`src/rtl/prod_acc.sv`:
```
// prod_acc: sums N_TERMS 4-bit products per block and hands the result downstream.
// Build option: define PROD_ACC_SAT_EN to saturate acc instead of wrapping.
module prod_acc #(
    parameter int N_TERMS = 4,
    parameter int ACC_W   = 8
) (
    input  logic             clk,
    input  logic             rst_n,
    input  logic             clear,
    input  logic [3:0]       product,
    input  logic             in_valid,
    output logic             in_ready,
    output logic [ACC_W-1:0] sum,
    output logic             ovf,
    output logic             out_valid,
    input  logic             out_ready
);

    localparam int CW = $clog2(N_TERMS + 1);
    localparam logic [CW-1:0] LAST = CW'(N_TERMS - 1);
    localparam logic [ACC_W-1:0] MAX = '1;

    typedef enum logic {
        S_ACC,
        S_HOLD
    } state_t;

    state_t           state_q, state_d;
    logic [ACC_W-1:0] acc_q, acc_d;
    logic [CW-1:0]    cnt_q, cnt_d;
    logic             ovf_q, ovf_d;
    logic             accept;
    logic             last;
    logic [ACC_W:0]   add;

    // Handshake qualifiers and the widened add that exposes the carry
    always_comb begin
        accept = in_valid && (state_q == S_ACC);
        last   = (cnt_q == LAST);
        add    = {1'b0, acc_q} + {{(ACC_W - 3){1'b0}}, product};
    end

    // State register
    always_ff @(posedge clk or negedge rst_n) begin
        if (!rst_n) begin
            state_q <= S_ACC;
        end else begin
            state_q <= state_d;
        end
    end

    // Next state: final accept enters HOLD, downstream take returns to ACC
    always_comb begin
        state_d = state_q;
        if (clear) begin
            state_d = S_ACC;
        end else begin
            case (state_q)
                S_ACC:  if (accept && last) state_d = S_HOLD;
                S_HOLD: if (out_ready) state_d = S_ACC;
                default: state_d = S_ACC;
            endcase
        end
    end

    // Outputs: handshake from state, result straight from the accumulator
    always_comb begin
        in_ready  = (state_q == S_ACC);
        out_valid = (state_q == S_HOLD);
        sum       = acc_q;
        ovf       = ovf_q;
    end

    // Datapath next values; clear and block restart both zero the block
    always_comb begin
        acc_d = acc_q;
        cnt_d = cnt_q;
        ovf_d = ovf_q;
        if (clear || ((state_q == S_HOLD) && out_ready)) begin
            acc_d = '0;
            cnt_d = '0;
            ovf_d = 1'b0;
        end else if (accept) begin
            cnt_d = cnt_q + 1'b1;
            ovf_d = ovf_q | add[ACC_W];
`ifdef PROD_ACC_SAT_EN
            acc_d = add[ACC_W] ? MAX : add[ACC_W-1:0];
`else
            acc_d = add[ACC_W-1:0];
`endif
        end
    end

    // Datapath registers
    always_ff @(posedge clk or negedge rst_n) begin
        if (!rst_n) begin
            acc_q <= '0;
            cnt_q <= '0;
            ovf_q <= 1'b0;
        end else begin
            acc_q <= acc_d;
            cnt_q <= cnt_d;
            ovf_q <= ovf_d;
        end
    end

endmodule

```
`config.mk`:
```
export PLATFORM = sky130hd
export DESIGN_NAME = prod_acc
export DESIGN_NICKNAME = d
export VERILOG_FILES = /design/src/rtl/prod_acc.sv
export SDC_FILE = /design/constraint.sdc
export NUM_CORES = 1
export LEC_CHECK = 0
export ABC_AREA = 0
export BUFFER_PORTS_ARGS = -buffer_cell sky130_fd_sc_hd__buf_2
export CORE_MARGIN = 1
export CORE_UTILIZATION = 50
export DETAILED_ROUTE_END_ITERATION = 10
export GPL_ROUTABILITY_DRIVEN = 0
export PLACE_DENSITY = 0.82
export SETUP_SLACK_MARGIN = 0.5
export SLEW_MARGIN = 20
export SYNTH_ARGS = -nofsm -noshare
export SYNTH_HDL_FRONTEND = slang
export SYNTH_SLANG_ARGS = --single-unit
```
`constraint.sdc`:
```
create_clock -name clk -period 2.2 [get_ports clk]
set_clock_uncertainty 0.05 [all_clocks]
set_input_delay 0 -clock clk [delete_from_list [all_inputs] [get_ports clk]]
set_output_delay 0 -clock clk [all_outputs]
set_load 0.005 [all_outputs]
```
==> results.ini <==
[hold_path]
hold_class = in2reg

[routing]
top_layer = met4
drt_iter0_markers = 12
wl_met2_um = 822
route.met3.wl_um = 68
first_pass_iters = 4
drc = 0
antenna_left = 0
wire_per_inst_um = 13.9
wl_met1_um = 695
drt_wl_total_um = 1610
viasPerCell = 5.63
via_count = 653

[grt]
antenna_found_initial = 0
grt_max_degree = 14
grt_pass1_wl_um = 2240
grt_overflow = 0
grt_pass1_vias = 517
grt_usage = 0.215

[run_status]
outcome = finished clean

[clock_network]
cts.sinks = 13
clk_pin_slew_ns = 0.08
cts_tree = built
clk_path_buf_depth = 2
cts-root-buf = clkbuf_4
clk_latency_ns = 0.27
cts_buffers = 3
htreeDepth = 1

[setup_path]
reg2reg_depth = 6
cpMaxStageDelayCell = dfrtp_1
critical_path.top_delay_family = adder cells
setup.worst_path.start_class = flop
reg2reg_slack_ns = 0.51
critical_path.max_fanout = 5
required_ns = 2.32
arrival_ns = 1.81
crit_chain = ha_4 -> fa_2 -> a21o_1 -> a21oi_4 -> nor3b_2 -> o21a_1
critical_path.startpoint = sum[0]
worstSetupEndpointType = flop
setup.worst_path.class = reg2reg
timing.rr.start = sum[0]
path_buf_inv = 0
cp.depth = 6
reg2reg_to = ovf
cpPeakStageDelay_ns = 0.41
cp-endpoint = ovf

[sta]
hold_violations = 0
finalWorstPathRequiredPeriod_ns = 1.69
rsz0062_at_grt = true
maxClockFrequency_mhz = 591
maxSlewHeadroom = 0.719
finalSetupViolations = 0
fin_setup_tns_ns = 0
fin_crit_sh = 0.769
tightestPinTransition_ns = 0.422
final_max_slew_viol_count = 0

[finish]
multi_input_area_sq_um = 463
syn2layout_area_growth_pct = 29.3
final_common_cell = buf_2
fin_nets = 118
seq_area_sq_um = 327
nFillCells = 110
mostFrequentLayoutCells = buf_2 (19), dfrtp_1 (12), nand2_1 (7)
design_area_sq_um = 982
drive_gt1_frac = 0.337
antenna_cells = 0

[synthesis]
synth.distinct_cells = 28
synth_area_per_cell_sq_um = 10.1
synth_top_area_frac = 0.428
ys_seq_elements = 13
yosys-top-cells-area = dfrtp_1 (43%), ha_1 (9.9%), a21oi_1 (5.3%)
yosys_warnings = 0
synthCells = 75
syn_area_sq_um = 759
yosysSeqAreaShare = 0.428
synth_area_leader_cell = dfrtp_1
synth_nets = 91

[die]
pin_count = 20
die-area_sq_um = 1680
start_util = 0.563
die_h_um = 41.0
dieWidth_um = 41.0
design.core.area_sq_um = 1350
rows = 13

[pwr]
power_density_nw_per_um2 = 555
p_leak_nw = 0.478
peakVddDrop_mv = 0.450
total_power_uw = 545

[run]
max_cap_violations = 0

[placement]
place_area_sq_um = 866
io_buffers = 19
dpl.hpwl_um = 1150

==> how the worst min path moves through the flow <==
| stage | start | end | slack (ns) | cells after the start |
|---|---|---|---|---|
| floorplan | rst_n | cnt_q[0] | -0.35 | 0 |
| global placement | rst_n | sum[5] | -0.15 | 1 |
| detailed placement | rst_n | sum[7] | -0.15 | 1 |
| CTS | out_ready | ovf | 0.04 | 3 |
| global route | out_ready | ovf | 0.07 | 3 |
| finish | out_ready | ovf | 0.04 | 3 |
==> cell families (layout without fill, tap and decap cells) <==
group                      count (synthesis)  count (layout)  synth area share
AOI/OAI and AO/OA                         24              24             0.208
xor gates and xnor gates                   2               2            0.0231
adders and majority gates                  7               7             0.125
buffers and inverters                      4              30            0.0313
DFF                                       13              13             0.428
and+or+nand+nor                           25              25             0.185
==> tightest hold or removal path: cells and delay by family <==
| kind | cells | cell delay (ns) |
|---|---|---|
| AOI/OAI and AO/OA | 2 | 0.24 |
| buffers and inverters | 1 | 0.10 |
==> where the power goes <==
part / internal [mW] / switching [mW] / leakage (nW)
logic: 0.0626 / 0.0682 / 0.288
registers: 0.252 / 0.0144 / 0.176
clock network: 0.0703 / 0.0775 / 0.0150
total: 0.385 / 0.160 / 0.478
==> final cells by class <==
cell class	count	area share
Clock buffer	4	0.0268
Inverter	2	0.00764
Multi-Input combinational cell	58	0.471
Sequential cell	13	0.332
Tap cell	15	0.0191
Timing Repair Buffer	24	0.143
==> Yosys cell counts <==
| cell type | number |
|---|---|
| a211o_1 | 1 |
| a211oi_1 | 1 |
| a21o_1 | 3 |
| a21oi_1 | 8 |
| a21oi_2 | 1 |
| buf_2 | 1 |
| buf_6 | 1 |
| dfrtp_1 | 13 |
| fa_1 | 1 |
| ha_1 | 6 |
| inv_1 | 2 |
| nand2_1 | 7 |
| nand2b_1 | 3 |
| nand3_1 | 3 |
| nand3_4 | 1 |
| nand3b_1 | 1 |
| nand4_1 | 1 |
| nor2_1 | 5 |
| nor2b_2 | 1 |
| nor3b_1 | 1 |
| o211ai_1 | 2 |
| o21a_1 | 2 |
| o21ai_1 | 2 |
| o31ai_1 | 4 |
| or3_1 | 1 |
| or4_1 | 1 |
| xnor2_1 | 1 |
| xor2_1 | 1 |
==> metal layers <==
metal | vias to the layer above | GRT usage
li1 | 324 | -
met1 | 305 | 0.262
met2 | 20 | 0.355
met3 | 4 | 0.0489
met4 | 0 | 0.100
met5 | - | 0
==> flip-flops by register name, indices dropped and copies added (netlist names) <==
signal / count
sum: 8
cnt_q: 3
out_valid: 1
ovf: 1
==> timing repair <==
action | 4_1_cts | 5_1_grt
endpoints found under the hold margin | 16 | 0
hold buffers | 3 | 0
setup endpoints to repair | 4 | 4
buffers inserted | 1 | 1
resized for setup | 1 | 6
pin swaps | 1 | 4
==> per-stage QoR <==
stage / setup WS (ns) / hold WS (ns) / std cells / utilization
6_report: 0.508 / 0.0400 / 116 / 0.728
3_5_place_dp: 0.457 / -0.148 / 107 / 0.641
5_1_grt: 0.450 / 0.0695 / 116 / 0.728
3_3_place_gp: 0.508 / -0.146 / 107 / 0.641
4_1_cts: 0.445 / 0.0417 / 115 / 0.691
2_1_floorplan: 0.526 / -0.346 / 75 / -
No activity file was read; power rests on OpenSTA's default activity.
